**src/rtl/clock_group_reset_sequencer_pkg.sv**
```systemverilog
// Shared types and helpers for the clock-group reset sequencer.
package clock_group_pkg;

  typedef enum logic [1:0] {
    IDLE    = 2'd0,
    ASSERT  = 2'd1,
    RELEASE = 2'd2
  } seq_state_e;

  // Bit width needed to hold values 0..v-1, never less than one bit.
  function automatic int clog2_min1(input int v);
    int r;
    r = 0;
    while ((1 << r) < v) r = r + 1;
    if (r < 1) r = 1;
    return r;
  endfunction

endpackage

```
**src/rtl/clock_group_reset_sequencer_lsb_onehot.sv**
```systemverilog
// Isolates the lowest set bit of a vector and flags whether it is the only one.
module lsb_onehot #(
  parameter int N = 6
) (
  input  logic [N-1:0] v_i,
  output logic [N-1:0] lsb_o,
  output logic         last_o
);

  // Two's-complement trick: v & -v keeps only the lowest set bit; an empty
  // vector also reports last so the sequencer can never stall in RELEASE.
  always_comb begin
    lsb_o  = v_i & (-v_i);
    last_o = (v_i == lsb_o);
  end

endmodule

```
**src/rtl/clock_group_reset_sequencer.sv**
```systemverilog
// Per-group reset sequencer: asserts on request, holds, then releases groups
// one at a time in ascending index order with a fixed stagger.
module clock_group_reset_sequencer
  import clock_group_pkg::*;
#(
  parameter int N_GROUPS    = 6,
  parameter int HOLD_CYCLES = 16,
  parameter int STAGGER     = 4
) (
  input  logic                clock,
  input  logic                reset,
  input  logic [N_GROUPS-1:0] in_reset,
  output logic [N_GROUPS-1:0] out_reset,
  output logic                busy,
  output logic                seq_done,
  output seq_state_e          dbg_state_o
);

  localparam int HW = clog2_min1(HOLD_CYCLES + 1);
  localparam int SW = clog2_min1(STAGGER + 1);
  localparam logic [HW-1:0] HOLD_LOAD = HW'(HOLD_CYCLES - 1);
  localparam logic [SW-1:0] STG_LOAD  = SW'(STAGGER - 1);

  seq_state_e          state_q, state_d;
  logic [N_GROUPS-1:0] out_reset_q, out_reset_d;
  logic [HW-1:0]       hold_cnt_q, hold_cnt_d;
  logic [SW-1:0]       stg_cnt_q, stg_cnt_d;
  logic                seq_done_q, seq_done_d;
  logic [N_GROUPS-1:0] lsb;
  logic                last_bit;
  logic                req;

  lsb_onehot #(.N(N_GROUPS)) u_lsb (
    .v_i    (out_reset_q),
    .lsb_o  (lsb),
    .last_o (last_bit)
  );

  // Next-state logic: requests always OR into the pending set, so a group
  // whose request is high can never see its reset drop.
  always_comb begin
    req         = |in_reset;
    state_d     = state_q;
    out_reset_d = out_reset_q | in_reset;
    hold_cnt_d  = hold_cnt_q;
    stg_cnt_d   = stg_cnt_q;
    seq_done_d  = 1'b0;
    case (state_q)
      IDLE: begin
        if (req) begin
          state_d    = ASSERT;
          hold_cnt_d = HOLD_LOAD;
        end
      end
      ASSERT: begin
        if (req) begin
          hold_cnt_d = HOLD_LOAD;
        end else if (hold_cnt_q != '0) begin
          hold_cnt_d = hold_cnt_q - HW'(1);
        end else begin
          state_d   = RELEASE;
          stg_cnt_d = '0;
        end
      end
      RELEASE: begin
        if (req) begin
          // A new request wins over a release scheduled for this cycle.
          state_d    = ASSERT;
          hold_cnt_d = HOLD_LOAD;
        end else if (stg_cnt_q == '0) begin
          out_reset_d = out_reset_q & ~lsb;
          stg_cnt_d   = STG_LOAD;
          if (last_bit) begin
            state_d    = IDLE;
            seq_done_d = 1'b1;
          end
        end else begin
          stg_cnt_d = stg_cnt_q - SW'(1);
        end
      end
      default: begin
        state_d = IDLE;
      end
    endcase
  end

  // State, counter and output registers with synchronous full-restart reset.
  always_ff @(posedge clock) begin
    if (reset) begin
      state_q     <= ASSERT;
      out_reset_q <= '1;
      hold_cnt_q  <= HOLD_LOAD;
      stg_cnt_q   <= '0;
      seq_done_q  <= 1'b0;
    end else begin
      state_q     <= state_d;
      out_reset_q <= out_reset_d;
      hold_cnt_q  <= hold_cnt_d;
      stg_cnt_q   <= stg_cnt_d;
      seq_done_q  <= seq_done_d;
    end
  end

  assign out_reset   = out_reset_q;
  assign seq_done    = seq_done_q;
  assign busy        = (state_q != IDLE);
  assign dbg_state_o = state_q;

endmodule

```
**config.mk**
```make
export PLATFORM = sky130hd
export DESIGN_NAME = clock_group_reset_sequencer
export DESIGN_NICKNAME = d
export VERILOG_FILES = /design/src/rtl/clock_group_reset_sequencer_pkg.sv /design/src/rtl/clock_group_reset_sequencer_lsb_onehot.sv /design/src/rtl/clock_group_reset_sequencer.sv
export SDC_FILE = /design/constraint.sdc
export NUM_CORES = 1
export LEC_CHECK = 0
export CORE_MARGIN = 1.5
export CORE_UTILIZATION = 45
export DETAILED_ROUTE_END_ITERATION = 12
export HOLD_SLACK_MARGIN = 0.03
export MAX_ROUTING_LAYER = met4
export PLACE_DENSITY = 0.67
export SETUP_SLACK_MARGIN = 0.02
export SLEW_MARGIN = 40
export SYNTH_ARGS = -nofsm -noshare
export SYNTH_HDL_FRONTEND = slang
export SYNTH_SLANG_ARGS = --single-unit
```
**constraint.sdc**
```tcl
create_clock -name clock -period 1.83 [get_ports clock]
set_input_delay 0.4575 -clock clock [delete_from_list [all_inputs] [get_ports clock]]
set_output_delay 0.4575 -clock clock [all_outputs]
set_load 0.02 [all_outputs]
```
==> out/results.txt <==
Final #Nets: 151
Crit path capture type: flop
Worst Path Required: 2.02 ns
Clock Path Buffers: 2
CP arrival: 1.88 ns
Worst Setup Slack, final: 0.147 ns
Register area share after synthesis: 35.7%
Diodes inserted: 0
DRC Markers: 0
Syn_nets: 116
Measured slew at the worst slew-check pin: 0.321 ns
Final setup viols: 0
First-pass GRT wire length: 3.96 mm
# clock sinks: 17
Dominant cell type by area after synthesis: dfxtp_1
Yosys cell types: 44
Critical path fanouts, max: 7
Pwr dens: 476 nW/µm²
Die W: 49.0 µm
TritonRoute pass-1 iters: 6
Tot GR Track Use: 21.8%
Hold Path Class: reg2reg
Placer Congestion: 0.833
Top cells by count, synth: dfxtp_1 (17), nor2_1 (10), nand2b_1 (8)
Hold slack: 0.526 ns
Crit share post-route: 92.0%
Maximum clock frequency: 594 MHz
Yosys warnings: 0
Vias in the first global route: 910
Cts hold-fix bufs: 0
Post-Syn Area: 953 µm²
Max-cap viol count: 0
Top_reg_cell synth: dfxtp_1
Startpoint types: primary input
RSZ-0062 raised after global routing: false
Worst skew pair latency: 0.29 ns
Most common cell in the netlist: dfxtp_1
Cells after synthesis: 105
Setup TNS: 0 ns
Routed Antenna Nets: 0
Die Height: 49.0 µm
Final Hold Fails: 0
Synthesis-to-finish area growth: 36.5%
Placement Setup Slack: -0.355 ns
Initial core utilization: 48.1%
WL per Instance: 14.1 µm
PortBufs: 17
CTS tree: yes
Root Buffer: clkbuf_4
CTS clock-pin slew for the worst setup and hold paths: 0.10 ns
Pleak: 0.471 nW
Status: finished clean
I/O pin count: 18
Rel. slew slack: 78.0%
Routed wire length: 2.34 mm
Synthesized flop and latch total: 17
Async set-reset flop share out of synthesis: 0%
Number of synthesized flops with an enable pin: 0
VDD IR max: 0.000327 V
Pin count of the biggest net entering global routing: 19
Core area: 1980 µm²
Power, Total: 0.619 mW
Skew final: 0.00300 ns
Initial antenna violation count: 0
Final Util: 65.7%
Setup CP Type: in2reg
Layout cells sized above 1: 21.6%
Max-slew violation count: 0
CTS HTree Levels: 1
Vias/cell: 5.61
Site row count: 16
Initial DRC Count: 23
Tmin final: 1.68 ns
Grt ovf: 0
Die area: 2400 µm²
TritonCTS Buffers: 3
Syn avg cell area: 9.08 µm²
Synth top area cells: dfxtp_1 (36%), nand2b_1 (5.2%), ha_1 (3.9%), nor2_1 (3.9%), a311oi_1 (2.8%)
Post-DP HPWL: 1.70 mm
DR vias: 932
Top cell type's share of synthesized area: 35.7%
==> what timing repair did <==
action / 4_1_cts / 5_1_grt
resized for setup: 11 / 5
setup buffers: 3 / 0
setup endpoints to repair: 10 / 9
hold endpoints to repair: 0 / 0
pin swaps: 3 / 1
==> cell usage in the layout (no fill, tap or decap), types with 4 or more instances in the layout <==
master and n:
dfxtp_1 17, buf_4 16, dlygate4sd2_1 10, nor2_1 9, nand2b_1 8, inv_1 5, a21oi_1 5, clkdlybuf4s50_1 5
o22ai_1 4, nor3_1 4
==> worst paths after layout <==
check	end	cells after the start	slack, ns	start
max	out_reset[4]$_SDFF_PP1_	7	0.15	in_reset[0]
min	stg_cnt_q[2]$_SDFFE_PP0P_	2	0.53	stg_cnt_q[2]$_SDFFE_PP0P_
max reg2reg	stg_cnt_q[2]$_SDFFE_PP0P_	7	0.17	hold_cnt_q[0]$_SDFFE_PP1P_
min reg2reg	stg_cnt_q[2]$_SDFFE_PP0P_	2	0.53	stg_cnt_q[2]$_SDFFE_PP0P_
==> metal layers <==
metal | part of all wire, % | vias to the layer above | wire length [µm] | track usage [%]
met1 | 47 | 436 | 1100 | 26.6
met3 | 5.0 | 4 | 116 | 3.99
met2 | 47 | 29 | 1100 | 35.8
li1 | - | 463 | - | -
met4 | 0.86 | 0 | 20 | 8.10
met5 | 0 | - | 0 | -
==> cells by family (layout without fill, tap and decap cells) <==
kind of cell    count (synthesis)  count (layout)  share of synthesized area, %
fa+ha+maj                       4               4                          4.99
simple gates                   43              43                          30.2
flops                          17              17                          35.7
buf+inv                         9              43                          6.04
compound gates                 32              32                          23.1
==> critical path: stages <==
cell,delay [ns]
clkdlybuf4s50_1,0.46
nor4_4,0.22
nand2_4,0.12
nor3_4,0.19
nand3b_4,0.15
o32ai_2,0.21
nand2b_1,0.08
==> flip-flops by register name (all words and copies together) (netlist names) <==
register and count:
hold_cnt_q 5, dbg_state_o 2, stg_cnt_q 3, out_reset 6, seq_done 1
==> final cells by class <==
| type | instances | area [µm²] |
|---|---|---|
| Sequential cell | 17 | 340 |
| Inverter | 6 | 36.3 |
| Multi-Input combinational cell | 79 | 581 |
| Tap cell | 27 | 33.8 |
| Fill cell | 165 | 681 |
| Clock inverter | 1 | 5.00 |
| Clock buffer | 3 | 22.5 |
| Timing Repair Buffer | 33 | 283 |
==> metrics by stage <==
step,cells,cell area [µm²]
after global routing,166,1300
after detailed placement,159,1230
after floorplan,105,953
final,166,1300
after global placement,159,1230
after CTS,166,1280
==> power by group <==
part           switching [mW]  leakage (nW)  internal, mW
clock network           0.127        0.0177        0.0814
registers            0.000175         0.137         0.370
logic                  0.0172         0.316        0.0227
total                   0.145         0.471         0.474
(Power assumes the default switching activity.)
